`config.mk`:
```
export PLATFORM = sky130hd
export DESIGN_NAME = i2s_adc_receiver_flat
export DESIGN_NICKNAME = d
export VERILOG_FILES = /design/src/rtl/i2s_adc_receiver_if.sv /design/src/rtl/i2s_adc_receiver.sv /design/src/flat_wrapper.sv
export SDC_FILE = /design/constraint.sdc
export NUM_CORES = 1
export LEC_CHECK = 0
export CORE_ASPECT_RATIO = 1.1
export CORE_UTILIZATION = 55
export DETAILED_ROUTE_END_ITERATION = 10
export MAX_ROUTING_LAYER = met4
export PLACE_DENSITY = 0.89
export SYNTH_ARGS = -nofsm -noshare
export SYNTH_HDL_FRONTEND = slang
export SYNTH_SLANG_ARGS = --single-unit
```
`constraint.sdc`:
```
create_clock -name clk -period 2.4 [get_ports clk]
set_clock_uncertainty 0.2 [all_clocks]
set_input_delay 0.6 -clock clk [delete_from_list [all_inputs] [get_ports clk]]
set_output_delay 0.6 -clock clk [all_outputs]
set_load 0.02 [all_outputs]
```
`src/rtl/i2s_adc_receiver_if.sv`:
```
// rtl/i2s_adc_receiver_if.sv - parallel stereo sample handshake between receiver and consumer
interface i2s_adc_receiver_if #(
    parameter int WIDTH = 16
) ();
    logic [WIDTH-1:0] left;
    logic [WIDTH-1:0] right;
    logic             valid;
    logic             ready;

    modport master (output left, output right, output valid, input ready);
    modport slave  (input left, input right, input valid, output ready);
endinterface

```
`src/rtl/i2s_adc_receiver.sv`:
```
// rtl/i2s_adc_receiver.sv - oversampling I2S ADC receiver, delivers left/right pairs on a valid/ready port
module i2s_adc_receiver #(
    parameter int WIDTH       = 16,
    parameter int SYNC_STAGES = 2
) (
    input  logic                  clk,
    input  logic                  reset_n,
    input  logic                  bclk,
    input  logic                  lrclk,
    input  logic                  adcdat,
    i2s_adc_receiver_if.master    pcm,
    output logic                  overrun,
    output logic                  frame_err
);
    localparam int CW = $clog2(WIDTH + 1);

    typedef enum logic [1:0] {IDLE, SHIFT, HOLD} state_t;

    state_t                 state;
    logic [SYNC_STAGES-1:0] bclk_sync;
    logic [SYNC_STAGES-1:0] lr_sync;
    logic [SYNC_STAGES-1:0] dat_sync;
    logic                   bclk_prev;
    logic                   lr_prev;
    logic                   have_prev;
    logic                   chan;
    logic                   left_ok;
    logic [CW-1:0]          bit_cnt;
    logic [WIDTH-2:0]       shreg;
    logic [WIDTH-1:0]       left_hold;
    logic [WIDTH-1:0]       left_q;
    logic [WIDTH-1:0]       right_q;
    logic                   valid_q;

    logic                   bclk_s;
    logic                   lr_s;
    logic                   dat_s;
    logic                   bclk_rise;
    logic                   frame_edge;
    logic                   word_done;
    logic                   pair_done;
    logic [WIDTH-1:0]       shift_next;

    always_ff @(posedge clk or negedge reset_n) begin
        if (!reset_n) begin
            bclk_sync <= '0;
            lr_sync   <= '0;
            dat_sync  <= '0;
            bclk_prev <= 1'b0;
        end else begin
            bclk_sync <= {bclk_sync[SYNC_STAGES-2:0], bclk};
            lr_sync   <= {lr_sync[SYNC_STAGES-2:0], lrclk};
            dat_sync  <= {dat_sync[SYNC_STAGES-2:0], adcdat};
            bclk_prev <= bclk_sync[SYNC_STAGES-1];
        end
    end

    // have_prev keeps the first event after reset from counting as an LRCK edge
    always_comb begin
        bclk_s     = bclk_sync[SYNC_STAGES-1];
        lr_s       = lr_sync[SYNC_STAGES-1];
        dat_s      = dat_sync[SYNC_STAGES-1];
        bclk_rise  = bclk_s & ~bclk_prev;
        frame_edge = bclk_rise & have_prev & (lr_s != lr_prev);
        shift_next = {shreg, dat_s};
        word_done  = bclk_rise & ~frame_edge & (state == SHIFT) & (bit_cnt == CW'(WIDTH - 1));
        pair_done  = word_done & chan & left_ok;
    end

    always_ff @(posedge clk or negedge reset_n) begin
        if (!reset_n) begin
            state     <= IDLE;
            lr_prev   <= 1'b0;
            have_prev <= 1'b0;
            chan      <= 1'b0;
            left_ok   <= 1'b0;
            bit_cnt   <= '0;
            shreg     <= '0;
            left_hold <= '0;
            left_q    <= '0;
            right_q   <= '0;
            valid_q   <= 1'b0;
            overrun   <= 1'b0;
            frame_err <= 1'b0;
        end else begin
            if (bclk_rise) begin
                lr_prev   <= lr_s;
                have_prev <= 1'b1;
            end

            // The frame-edge event is the I2S delay slot, so its data bit is never shifted in
            if (frame_edge) begin
                if (state == SHIFT) begin
                    frame_err <= 1'b1;
                end
                chan    <= lr_s;
                bit_cnt <= '0;
                shreg   <= '0;
                state   <= SHIFT;
                if (!lr_s) begin
                    left_ok <= 1'b0;
                end
            end else if (bclk_rise && state == SHIFT) begin
                shreg   <= shift_next[WIDTH-2:0];
                bit_cnt <= bit_cnt + CW'(1);
                if (word_done) begin
                    state <= HOLD;
                    if (!chan) begin
                        left_hold <= shift_next;
                        left_ok   <= 1'b1;
                    end
                end
            end

            if (pair_done) begin
                if (!valid_q || pcm.ready) begin
                    left_q  <= left_hold;
                    right_q <= shift_next;
                    valid_q <= 1'b1;
                end else begin
                    overrun <= 1'b1;
                end
            end else if (valid_q && pcm.ready) begin
                valid_q <= 1'b0;
            end
        end
    end

    assign pcm.left  = left_q;
    assign pcm.right = right_q;
    assign pcm.valid = valid_q;
endmodule

```
`src/flat_wrapper.sv`:
```
// flat-port wrapper written by rule: the top's interface ports become plain ports
module i2s_adc_receiver_flat 
#(
    parameter int WIDTH       = 16,
    parameter int SYNC_STAGES = 2
)
  (clk, reset_n, bclk, lrclk, adcdat, overrun, frame_err, pcm_left, pcm_right, pcm_valid, pcm_ready);
  i2s_adc_receiver_if #(.WIDTH(WIDTH)) pcm_i ();
  input  logic clk;
  input  logic reset_n;
  input  logic bclk;
  input  logic lrclk;
  input  logic adcdat;
  output logic overrun;
  output logic frame_err;
  output wire logic [$bits(pcm_i.left)-1:0] pcm_left;
  output wire logic [$bits(pcm_i.right)-1:0] pcm_right;
  output wire logic [$bits(pcm_i.valid)-1:0] pcm_valid;
  input wire logic [$bits(pcm_i.ready)-1:0] pcm_ready;
  assign pcm_left = pcm_i.left;
  assign pcm_right = pcm_i.right;
  assign pcm_valid = pcm_i.valid;
  assign pcm_i.ready = pcm_ready;
  i2s_adc_receiver #(.WIDTH(WIDTH), .SYNC_STAGES(SYNC_STAGES)) u_core (.clk(clk), .reset_n(reset_n), .bclk(bclk), .lrclk(lrclk), .adcdat(adcdat), .pcm(pcm_i), .overrun(overrun), .frame_err(frame_err));
endmodule
```
; Word level (Yosys, flattened, before mapping)
; Index checks and enable logic that the tools add are counted.
[totals]
regBits = 84
[classes]
n_addsub = 1
n_eq_ne = 6
bitwise_logic = 12
reduce_logical = 14
muxes = 15
[op_table]
columns = operator, count
row1 = $mux W15, 2
row2 = $mux W5, 2
row3 = $reduce_and A2 Y1, 5
row4 = $and A1 B1 Y1, 8
row5 = $mux W1, 8
row6 = $reduce_and A4 Y1, 2
row7 = $mux W2, 3
row8 = $ne A2 B2 Y1 const B, 3
row9 = $reduce_bool A2 Y1, 3
row10 = $add A5 B1 Y5 const B, 1
row11 = $eq A5 B4 Y1 const B, 1
row12 = $not A1 Y1, 4
row13 = $eq A2 B1 Y1 const B, 1
row14 = $logic_and A1 B1 Y1, 2
row15 = $logic_not A1 Y1, 1
row16 = $logic_or A1 B1 Y1, 1
row17 = $ne A1 B1 Y1, 1

; Logic depth before layout (Yosys ltp)
[logic_depth]
ltp_word = 12
mapped_depth = 7

; Worst setup path after synthesis
; OpenSTA, ideal clock, no wires.
[synth_timing]
path_kind = register to register
from = register u_core.bit_cnt[0]
to = register u_core.left_q[0], in the netlist u_core.pcm.left[0]
setup_slack_ps = 264
arrival_time_ps = 1811
n_path_buf = 1
path_stages_with_launch = 8
setup_time_ps = 125
required_ps = 2075
path_cell_list = dfrtp_1 ha_1 and3_1 ha_1 and3_1 o2111a_2 buf_8 mux2_4
[synth_between]
elab_chain_cells = 5
[synth_rtl]
columns = element, line_no
row1 = "start, declared", i2s_adc_receiver.sv:28  ; logic [CW-1:0] bit_cnt;
row2 = "start signal, assigned", i2s_adc_receiver.sv:105  ; bit_cnt <= bit_cnt + CW'(1);
row3 = $eq A5 B4 Y1, i2s_adc_receiver.sv:66  ; word_done = bclk_rise & ~frame_edge & (state == SHIFT) & (bit_cnt == CW'(WIDTH - 1));
row4 = $and A1 B1 Y1, i2s_adc_receiver.sv:66
row5 = $and A1 B1 Y1 (2 in series), i2s_adc_receiver.sv:67  ; pair_done = word_done & chan & left_ok;
row6 = $reduce_and A2 Y1 (no source line), --
row7 = "end signal, assigned", i2s_adc_receiver.sv:117  ; left_q <= left_hold;
row8 = "end, declared", i2s_adc_receiver.sv:31  ; logic [WIDTH-1:0] left_q;
; No other way between the ends.
; A chain may end at the register's enable or synchronous reset.

; Worst setup path after layout
[layout_timing]
from = register u_core.bit_cnt[0]
to = register u_core.right_q[13], in the netlist u_core.pcm.right[13]
[layout_between]
elab_chain_cells = 5
[layout_rtl]
columns = element, line_no
row1 = $eq A5 B4 Y1, i2s_adc_receiver.sv:66
row2 = $and A1 B1 Y1, i2s_adc_receiver.sv:66
row3 = $and A1 B1 Y1 (2 in series), i2s_adc_receiver.sv:67
row4 = $reduce_and A2 Y1 (no source line), --
row5 = "end signal, assigned", i2s_adc_receiver.sv:118  ; right_q <= shift_next;
row6 = "end, declared", i2s_adc_receiver.sv:32  ; logic [WIDTH-1:0] right_q;
; No other way between the ends.

==> impl_metrics.tcl <==
set metrics [dict create \
    outcome "completed" \
    drt_iter0_markers 95 \
    max_stage_delay_ns 0.39 \
    diodes 0 \
    first_pass_iters 4 \
    die_w_um 76.9 \
    p_sw_w 0.000658 \
    cp_max_fo 8 \
    cts_tree "yes" \
    seq_power_share_pct 56.7 \
    final_cell_mix "84 x dfrtp_1, 40 x mux2_4, 39 x clkdlybuf4s50_1, 34 x nand2_1, 19 x a21oi_1" \
    pwr-share-clk_pct 37.2 \
    seq_area_frac_synth_pct 61.9 \
    fin_crit_ns 2.18 \
    netlist_instances 236 \
    grt_pass1_vias 2099 \
    rows 29 \
    cp_cell_sequence "ha_1 -> and3_1 -> ha_1 -> and3_1 -> o2111a_2 -> buf_4 -> mux2_2" \
    reg2reg_depth 7 \
    layout_commonest_cell "dfrtp_1" \
    comb_power_share_pct 6.1 \
    arrival_ns 2.22 \
    dieArea_um2 6500 \
    gp_congestion 0.740 \
    area_growth_pct 20.9 \
    rrSetupSlack_ns 0.22 \
    post-cts-setup-buffers 0 \
    irDropWorstVdd_mv 0.583 \
    io_buffers 40 \
    syn_area_per_cell_um2 14.4 \
    maxCapViolCount 0 \
    crit_path_start "u_core.bit_cnt[0]" \
    vias 1973 \
    fin_crit_sh_pct 90.7 \
    switching_share_pct 24.6 \
    end_kind "register" \
    p_int_w 0.00202 \
    die_y_um 84.4 \
    hpwl_mm 3.93 \
    final_util_pct 69.9 \
    grt_pass1_wl_mm 10.0 \
    crit_type "reg -> reg" \
    yosys_warnings 0 \
    gr-usage-all-layers_pct 21.0 \
    postRouteAntennaNets 0 \
    synth_cell_types 33 \
    cp.required_ns 2.44 \
    power.density_nw_per_um2 652 \
    routedWlPerCell_um 15.6 \
    clk_path_buf_depth 2 \
    worst_pin_slew_ns 0.766 \
    drc 0 \
    drt_wl_total_mm 5.75 \
    fin_nets 294 \
    cpMaxStageDelayCell "dfrtp_1" \
    tns_ns 0 \
    synth_seq_cells 84 \
    slew_headroom_pct 48.9 \
    clock-sinks 84 \
    yosys.area.top_type "dfrtp_1" \
    start_util_pct 57.8 \
    antenna_found_initial 0 \
    rsz0062_at_grt "no" \
    vias_per_cell 5.36 \
    ioPinCount 41 \
    timing.rr.start "u_core.bit_cnt[0]" \
    htreeDepth 3 \
    hp-class "reg -> reg" \
    yosysTopAreaCellShare_pct 61.9 \
    drive_gt1_share_pct 27.1 \
    final_max_slew_viol_count 0 \
    synth_area_um2 3400 \
    r2r-end "u_core.pcm.right[13]" \
    leakagePower_nw 1.91 \
    hold_violations 0 \
    critPathCapture "u_core.pcm.right[13]" \
    syn_nets 244 \
    numCtsBuffers 9 \
    path_clk_slew_ns 0.08 \
    cts-root-buf "clkbuf_8" \
    grt_overflow 0 \
    ys_top_cells_by_area "dfrtp_1 62%, mux2_4 18%, nand2_1 3.8%, mux2_2 3.0%, a21oi_1 2.8%" \
    setup_viol_count_final 0 \
    startpoint_type "register" \
    clk-insertion-delay-late_ns 0.35 \
    clock.fmax_ghz 0.459 \
    core_area_um2 5880 \
    grt_max_degree 32 \
]
-- worst max-delay path, delay by kind of cell, from the launching register on --
kind	cells	cell delay, ns
flops	1	0.39
fa+ha+maj	2	0.35
mux	1	0.35
simple gates	2	0.34
compound gates	1	0.23
buf+inv	1	0.21
-- routing by layer --
layer  track usage, %  vias up  part of all wire [%]
li1                 -      910                     -
met1             24.8     1017                    43
met2             33.0       35                    52
met5                -        -                     0
met3             6.52       11                   3.4
met4             9.62        0                   1.7
-- metrics by stage --
stage / instances / worst slack [ns] / total power [W] / hold slack, ns / area (µm²)
after floorplan: 236 / 0.264 / 0.00163 / 0.104 / 3400
after global placement: 351 / 0.0754 / 0.00169 / 0.135 / 3900
after detailed placement: 351 / 0.0577 / 0.00171 / 0.136 / 3900
after CTS: 368 / 0.203 / 0.00270 / 0.156 / 4110
after global routing: 368 / 0.115 / 0.00279 / 0.171 / 4110
final: 368 / 0.223 / 0.00268 / 0.155 / 4110
-- worst min-delay path by stage --
stage	startpoint	endpoint	slack (ns)	cells past startpoint
floorplan	reset_n	u_core.bclk_prev	0.10	0
global placement	u_core.lr_sync[0]	u_core.lr_sync[1]	0.13	0
detailed placement	u_core.lr_sync[0]	u_core.lr_sync[1]	0.14	0
CTS	u_core.lr_sync[0]	u_core.lr_sync[1]	0.16	0
global route	u_core.dat_sync[0]	u_core.dat_sync[1]	0.17	0
finish	u_core.lr_sync[0]	u_core.lr_sync[1]	0.16	0
-- final cells by class --
cell class / count / area (µm²)
Sequential cell: 84 / 2100
Clock buffer: 9 / 124
Inverter: 5 / 18.8
Tap cell: 77 / 96.3
Fill cell: 394 / 1770
Multi-Input combinational cell: 136 / 1190
Clock inverter: 7 / 76.3
Timing Repair Buffer: 50 / 500
-- repair_timing --
action                                 in CTS  in global routing
endpoints found under the hold margin      23                  0
hold buffers                                1                  0
resized for setup                           0                  0
-- power groups by stage --
stage	registers [W]	clock network, W	logic (W)
detailed placement	0.00155	0	0.000162
finish	0.00152	0.000995	0.000163
global route	0.00153	0.00108	0.000186
floorplan	0.00153	0	0.0000981
CTS	0.00152	0.00101	0.000167
global placement	0.00154	0	0.000152
-- sequential cells by signal, summed over array words and instances, names as in the netlist --
register / count
u_core.pcm.valid: 1
u_core.frame_err: 1
u_core.left_hold: 16
u_core.overrun: 1
u_core.left_ok: 1
u_core.lr_prev: 1
u_core.pcm.left: 16
u_core.bit_cnt: 5
u_core.chan: 1
u_core.lr_sync: 2
u_core.shreg: 15
u_core.have_prev: 1
u_core.bclk_prev: 1
u_core.bclk_sync: 2
u_core.dat_sync: 2
u_core.state: 2
u_core.pcm.right: 16
-- Yosys cell counts (all sizes together) --
library cell   n
a31o           1
o21ai          4
mux2          49
o2111a         1
xnor2          2
clkbuf         5
a21o           1
nand2         34
o31ai          1
or3            2
nor4b          1
nand4b         1
dfrtp         84
nand3          1
o2111ai        1
nand3b         1
a22o           1
nor2           4
nor3           1
nand4bb        1
and4bb         1
buf            6
nand2b         3
inv            5
ha             2
a31oi          1
and3           2
a21oi         19
a211oi         1
-- cell families after synthesis --
| group | share of synthesized area, % |
|---|---|
| xor gates and xnor gates | 0.516 |
| and+or+nand+nor | 7.22 |
| muxes | 20.7 |
| adders and majority gates | 0.736 |
| AOI/OAI and AO/OA | 5.89 |
| buffers and inverters | 3.13 |
| DFF | 61.9 |
(Power assumes the default switching activity.)
